===== src/rtl/hdlc_pkg.sv =====
// Shared definitions for the HDLC transmit-frame scheduler: FSM encoding,
// error-bit positions and descriptor length limits.
package hdlc_pkg;

    localparam logic [1:0] ST_IDLE      = 2'd0;
    localparam logic [1:0] ST_LAUNCH    = 2'd1;
    localparam logic [1:0] ST_WAIT_DONE = 2'd2;
    localparam logic [1:0] ST_GAP       = 2'd3;

    localparam int ERR_TIMEOUT  = 0;
    localparam int ERR_BAD_LEN  = 1;
    localparam int ERR_OVERFLOW = 2;

    localparam int unsigned HDLC_MAX_LEN = 512;
    localparam int          LEN_W        = 10;
    localparam int          BUF_W        = 2;
    localparam int          DESC_W       = BUF_W + LEN_W;

    function automatic logic len_ok(input logic [LEN_W-1:0] len, input int unsigned max_len);
        return (len != '0) && ({22'd0, len} <= max_len);
    endfunction

endpackage


===== src/rtl/hdlc_desc_fifo.sv =====
// Synchronous descriptor FIFO with occupancy count, flush and same-cycle push/pop.
module hdlc_desc_fifo #(
    parameter int DEPTH  = 4,
    parameter int DATA_W = 12
) (
    input  logic                       clk_100m,
    input  logic                       rst_n,
    input  logic                       push,
    input  logic                       pop,
    input  logic                       flush,
    input  logic [DATA_W-1:0]          wr_data,
    output logic [DATA_W-1:0]          rd_data,
    output logic [$clog2(DEPTH):0]     count,
    output logic                       full,
    output logic                       empty
);

    localparam int AW = $clog2(DEPTH);

    logic [DATA_W-1:0] mem [DEPTH];
    logic [AW-1:0]     wr_ptr;
    logic [AW-1:0]     rd_ptr;

    always_ff @(posedge clk_100m or negedge rst_n) begin
        if (!rst_n) begin
            wr_ptr <= '0;
            rd_ptr <= '0;
            count  <= '0;
        end else if (flush) begin
            // Flush wins over everything; the head already read by a pop is kept by the caller.
            rd_ptr <= wr_ptr;
            count  <= '0;
        end else begin
            if (push) wr_ptr <= wr_ptr + AW'(1);
            if (pop)  rd_ptr <= rd_ptr + AW'(1);
            case ({push, pop})
                2'b10:   count <= count + 1'b1;
                2'b01:   count <= count - 1'b1;
                default: count <= count;
            endcase
        end
    end

    always_ff @(posedge clk_100m) begin
        if (push && !flush) mem[wr_ptr] <= wr_data;
    end

    assign rd_data = mem[rd_ptr];
    assign full    = (count == (AW+1)'(DEPTH));
    assign empty   = (count == '0);

endmodule


===== src/rtl/hdlc_tx_sched.sv =====
// Transmit-frame scheduler: queues DSP descriptors, launches one frame at a time
// towards the HDLC transmitter, waits for end-of-frame and enforces the inter-frame gap.
module hdlc_tx_sched
    import hdlc_pkg::*;
#(
    parameter int          DEPTH       = 4,
    parameter int unsigned MAX_LEN     = HDLC_MAX_LEN,
    parameter int unsigned START_HOLD  = 100,
    parameter int unsigned GAP_CYC     = 1000,
    parameter int unsigned TIMEOUT_CYC = 1000000
) (
    input  logic                    clk_100m,
    input  logic                    rst_n,
    input  logic                    sched_en,
    input  logic                    desc_wr,
    input  logic [1:0]              desc_buf,
    input  logic [9:0]              desc_len,
    input  logic                    flush,
    input  logic                    clr_err,
    input  logic                    inr_tx,
    output logic                    trastart_flag,
    output logic [9:0]              db,
    output logic [1:0]              tx_buf,
    output logic                    tx_busy,
    output logic [$clog2(DEPTH):0]  q_count,
    output logic                    q_full,
    output logic                    done_pulse,
    output logic [2:0]              err_sticky,
    output logic [15:0]             frame_cnt
);

    logic              inr_tx_p0;
    logic              inr_tx_p1;
    logic              inr_tx_p2;
    logic              eof_evt;
    logic [1:0]        state;
    logic [31:0]       cnt;
    logic              push;
    logic              pop;
    logic              fifo_empty;
    logic              len_good;
    logic              tmo_evt;
    logic [2:0]        err_evt;
    logic [DESC_W-1:0] head;

    // Stage p0/p1: metastability filter for the clk_2m end-of-frame strobe; p2: edge history
    always_ff @(posedge clk_100m or negedge rst_n) begin
        if (!rst_n) begin
            inr_tx_p0 <= 1'b0;
            inr_tx_p1 <= 1'b0;
            inr_tx_p2 <= 1'b0;
        end else begin
            inr_tx_p0 <= inr_tx;
            inr_tx_p1 <= inr_tx_p0;
            inr_tx_p2 <= inr_tx_p1;
        end
    end

    assign eof_evt = inr_tx_p1 & ~inr_tx_p2;

    assign len_good = len_ok(desc_len, MAX_LEN);
    assign pop      = (state == ST_IDLE) && sched_en && !fifo_empty;
    // A full queue still accepts when the head leaves in the same cycle.
    assign push     = desc_wr && !flush && len_good && (!q_full || pop);
    assign tmo_evt  = (state == ST_WAIT_DONE) && !eof_evt && (cnt == TIMEOUT_CYC - 1);

    always_comb begin
        err_evt               = '0;
        err_evt[ERR_TIMEOUT]  = tmo_evt;
        err_evt[ERR_BAD_LEN]  = desc_wr && !flush && !len_good;
        err_evt[ERR_OVERFLOW] = desc_wr && !flush && len_good && q_full && !pop;
    end

    hdlc_desc_fifo #(
        .DEPTH  (DEPTH),
        .DATA_W (DESC_W)
    ) u_fifo (
        .clk_100m (clk_100m),
        .rst_n    (rst_n),
        .push     (push),
        .pop      (pop),
        .flush    (flush),
        .wr_data  ({desc_buf, desc_len}),
        .rd_data  (head),
        .count    (q_count),
        .full     (q_full),
        .empty    (fifo_empty)
    );

    always_ff @(posedge clk_100m or negedge rst_n) begin
        if (!rst_n) begin
            state         <= ST_IDLE;
            cnt           <= '0;
            trastart_flag <= 1'b0;
            done_pulse    <= 1'b0;
            frame_cnt     <= '0;
            db            <= '0;
            tx_buf        <= '0;
        end else begin
            done_pulse <= 1'b0;
            case (state)
                ST_IDLE: begin
                    if (pop) begin
                        db            <= head[LEN_W-1:0];
                        tx_buf        <= head[DESC_W-1:LEN_W];
                        trastart_flag <= 1'b1;
                        cnt           <= '0;
                        state         <= ST_LAUNCH;
                    end
                end
                ST_LAUNCH: begin
                    if (cnt == START_HOLD - 1) begin
                        trastart_flag <= 1'b0;
                        cnt           <= '0;
                        state         <= ST_WAIT_DONE;
                    end else begin
                        cnt <= cnt + 32'd1;
                    end
                end
                ST_WAIT_DONE: begin
                    if (eof_evt) begin
                        done_pulse <= 1'b1;
                        frame_cnt  <= frame_cnt + 16'd1;
                        cnt        <= '0;
                        state      <= ST_GAP;
                    end else if (tmo_evt) begin
                        cnt   <= '0;
                        state <= ST_GAP;
                    end else begin
                        cnt <= cnt + 32'd1;
                    end
                end
                ST_GAP: begin
                    if (cnt == GAP_CYC - 1) begin
                        cnt   <= '0;
                        state <= ST_IDLE;
                    end else begin
                        cnt <= cnt + 32'd1;
                    end
                end
                default: begin
                    cnt   <= '0;
                    state <= ST_IDLE;
                end
            endcase
        end
    end

    // An error raised in the same cycle as clr_err survives the clear.
    always_ff @(posedge clk_100m or negedge rst_n) begin
        if (!rst_n) begin
            err_sticky <= '0;
        end else begin
            err_sticky <= (clr_err ? 3'b000 : err_sticky) | err_evt;
        end
    end

    assign tx_busy = (state != ST_IDLE);

endmodule


===== config.mk =====
export PLATFORM = sky130hd
export DESIGN_NAME = hdlc_tx_sched
export DESIGN_NICKNAME = d
export VERILOG_FILES = /design/src/rtl/hdlc_pkg.sv /design/src/rtl/hdlc_desc_fifo.sv /design/src/rtl/hdlc_tx_sched.sv
export SDC_FILE = /design/constraint.sdc
export NUM_CORES = 1
export LEC_CHECK = 0
export ABC_CLOCK_PERIOD_IN_PS = 3800
export CORE_UTILIZATION = 45
export DETAILED_ROUTE_END_ITERATION = 12
export PLACE_DENSITY = 0.64
export SLEW_MARGIN = 20
export SYNTH_ARGS = -nofsm -noshare
export SYNTH_HDL_FRONTEND = slang
export SYNTH_SLANG_ARGS = --single-unit

===== constraint.sdc =====
create_clock -name clk_100m -period 3.8 [get_ports clk_100m]
set_clock_uncertainty 0.15 [all_clocks]
set_input_delay 0.57 -clock clk_100m [delete_from_list [all_inputs] [get_ports clk_100m]]
set_output_delay 0.57 -clock clk_100m [all_outputs]
set_load 0.005 [all_outputs]

==> results_dict.tcl, run 1 <==
set metrics [dict create \
    antenna_found_initial 0 \
    leakagePower_uw 0.00286 \
    detailedRoute.firstPassIterationCount 5 \
    internal_power_uw 2640 \
    fmaxAchievable_mhz 296 \
    core.rowCount 40 \
    proportion_of_netlist_area_held_by_the_largest_area_contributor_pct 34.1 \
    pwr_density_cell_nw_per_um2 488 \
    drt-vias-per-instance 5.22 \
    detailedRoute.firstIterationViolations 250 \
    finalWirelength_microns 11500 \
    syn_avg_cell_area_sq_um 12.1 \
    grt.overflow.total 0 \
    cts.htree.levels 4 \
    timing.max_cap.violations 0 \
    place.detailed.hpwl_microns 7730 \
    power.switching_fraction_pct 22.5 \
    residual_drc 0 \
    tightestPinTransition_ns 0.879 \
    yosys_warnings 0 \
    unrepaired_setup_endpoints_after_global_routing "no" \
    timing.final.hold_violations 0 \
    power_frac_comb_pct 6.6 \
    synth_enable_flop_cells 48 \
    drt.antenna.violating_nets 0 \
    timing_worst_setup_path_type "reg -> reg" \
    layout_min_cycle_time_ns 3.38 \
    tritoncts "done" \
    timing_max_transition_violations_final 0 \
    layout.cells.most_common "dfrtp_1" \
    ys_ff_latch 125 \
    cts_made_buffers 17 \
    synth_sequential_area_ratio_pct 59.7 \
    core_area_sq_um 12100 \
    synth_nets 499 \
    post-route-period-util_pct 89.0 \
    floorplan.initialDensity_pct 46.6 \
    tns_ns 0 \
    fin_nets 563 \
    crit_required_ns 3.95 \
    yosysUniqueCellTypes 49 \
    synth_area_sq_um 5640 \
    track_usage_pct 19.7 \
    synth.top_cells.by_area "dfrtp_1, edfxtp_1, mux4_2, nand2_1, xnor2_1" \
    wl_per_cell_microns 16.2 \
    post_synthesis_instance_total 468 \
    pin_count_of_the_biggest_net_entering_global_routing 78 \
    cts_max_path_buffers 2 \
    chip_height_microns 114 \
    cts_resized 0 \
    synthFlopType "dfrtp_1" \
    timing.final.setup_violations 0 \
    slew_headroom_pct 41.2 \
    cts_hold_repair.buffers 0 \
    postCtsSetupBuffers 0 \
    clock_sinks 125 \
    cts.clk_slew.worst_paths_ns 0.06 \
    power.ir.vdd_worst_mv 0.338 \
    area_growth_syn_to_layout_pct 23.7 \
    clkLatencyLatePin_ns 0.42 \
    io_pins 57 \
    floorplan.die.width_microns 114 \
    die_area_sq_um 13000 \
    switching_power_uw 766 \
    routed-via-count 3722 \
    asyncSetResetFlopFracSynth_pct 61.6 \
    rd_place_congestion 0.769 \
    status "finished clean" \
    top_layer "met4" \
    worstSetupStartpointType "register" \
    hp-class "in -> async" \
    numPortBuffers 56 \
    grt_first_pass_wirelength_microns 19200 \
    arrival_time_at_the_worst_endpoint_ns 3.53 \
    first_global_vias 3840 \
    power_frac_clock_pct 48.5 \
    met3RoutedLength_microns 425 \
    fill_cells 1024 \
    cp-end-kind "register" \
    clockRootBuffer "clkbuf_16" \
    met1Wirelength_microns 5270 \
    final.hold.worst_slack_ns 0.0265 \
    p_seq_share_pct 44.9 \
    wl_met2_microns 5700 \
    crit_path_max_fanout 13 \
    post_route_cells_drive_above_1_share_pct 10.8 \
    yosys.area.top_type "dfrtp_1" \
    diodes 0 \
    mostFrequentLayoutCells "dfrtp_1, nand2_1, clkdlybuf4s50_1" \
]
sequential cells by signal, indices dropped and copies added (netlist names):
name and flops:
done_pulse 1, u_fifo.mem 48, tx_buf 2, db 10
state 2, inr_tx_p1 1, u_fifo.count 3, inr_tx_p2 1
inr_tx_p0 1, frame_cnt 16, u_fifo.wr_ptr 2, trastart_flag 1
u_fifo.rd_ptr 2, cnt 32, err_sticky 3
critical path, stage by stage (launching register included):
cell and delay, ns:
dfrtp_1 0.41, or4_1 0.60, or4_1 0.59, or4_4 0.56, a221o_1 0.52, nor2_4 0.16, buf_4 0.20, nor2_1 0.07
kinds of logic after synthesis:
kind of cell,count (synthesis),synth area share (%)
mux,16,5.56
flops,125,59.7
simple gates,204,18.3
compound gates,37,4.61
buf+inv,32,2.53
xor+xnor,42,6.52
fa+ha+maj,12,2.79
path summary, 6_finish.rpt:
kind	from	end	slack [ns]	cells after the start
worst max-delay path	cnt[29]$_DFFE_PN0N_	cnt[24]$_DFFE_PN0N_	0.42	7
worst min-delay path	rst_n	cnt[3]$_DFFE_PN0N_	0.03	1
worst max register to register	cnt[29]$_DFFE_PN0N_	cnt[24]$_DFFE_PN0N_	0.42	7
worst min register to register	inr_tx_p0$_DFF_PN0_	inr_tx_p1$_DFF_PN0_	0.21	0
max in group asynchronous	rst_n	frame_cnt[2]$_DFFE_PN0P_	2.98	1
min in group clk_100m	inr_tx_p0$_DFF_PN0_	inr_tx_p1$_DFF_PN0_	0.21	0
power groups by stage:
stage / clock [uW] / sequential [uW] / combinational (uW)
final: 1650 / 1530 / 226
after CTS: 1680 / 1530 / 232
after floorplan: 0 / 1500 / 194
after detailed placement: 0 / 1560 / 231
after global routing: 1740 / 1540 / 250
after global placement: 0 / 1550 / 229
cell usage after synthesis, types with 11 or more instances:
cell type and count:
xnor2_1 23, ha_1 11, mux4_2 12, inv_1 15, nor2_1 45, edfxtp_1 48
dfrtp_1 77, nand2_1 63, nand3_1 25, nand4_1 14, xor2_1 19, and4_1 11
per-layer routing:
metal  track usage (%)  up-vias
li1                  -     1790
met1              25.2     1851
met2              31.8       70
met3              5.74       11
met4              7.62        0
met5                 0        -
metrics by stage:
| step | setup slack, ns | instances | util (%) | cell area [sq um] | total power [uW] |
|---|---|---|---|---|---|
| 5_1_grt | 0.312 | 713 | 57.6 | 6980 | 3530 |
| 6_report | 0.418 | 713 | 57.6 | 6980 | 3400 |
| 3_3_place_gp | 0.301 | 681 | 52.6 | 6370 | 1780 |
| 2_1_floorplan | 0.778 | 468 | - | 5640 | 1690 |
| 3_5_place_dp | 0.133 | 681 | 52.6 | 6370 | 1790 |
| 4_1_cts | 0.415 | 713 | 57.6 | 6980 | 3450 |
cell type report:
| type | count | area [sq um] | share of cell area (%) |
|---|---|---|---|
| sequential | 125 | 3370 | 48.2 |
| multi-input combinational | 311 | 2130 | 30.6 |
| timing repair buffer | 62 | 607 | 8.69 |
| clock buffer | 19 | 443 | 6.34 |
| tap | 168 | 210 | 3.01 |
| clock inverter | 13 | 164 | 2.35 |
| inverter | 15 | 56.3 | 0.806 |
(Power assumes the default switching activity.)
==> run 2, diff against run 1 <==
--- a/config.mk
+++ b/config.mk
@@ -8,6 +8,7 @@
 export ABC_CLOCK_PERIOD_IN_PS = 3800
 export CORE_UTILIZATION = 45
 export DETAILED_ROUTE_END_ITERATION = 12
+export HOLD_SLACK_MARGIN = 0.03
 export PLACE_DENSITY = 0.64
 export SLEW_MARGIN = 20
 export SYNTH_ARGS = -nofsm -noshare
==> results of run 2 <==
The final DEF is identical to that of run 1; final timing and power are the same.
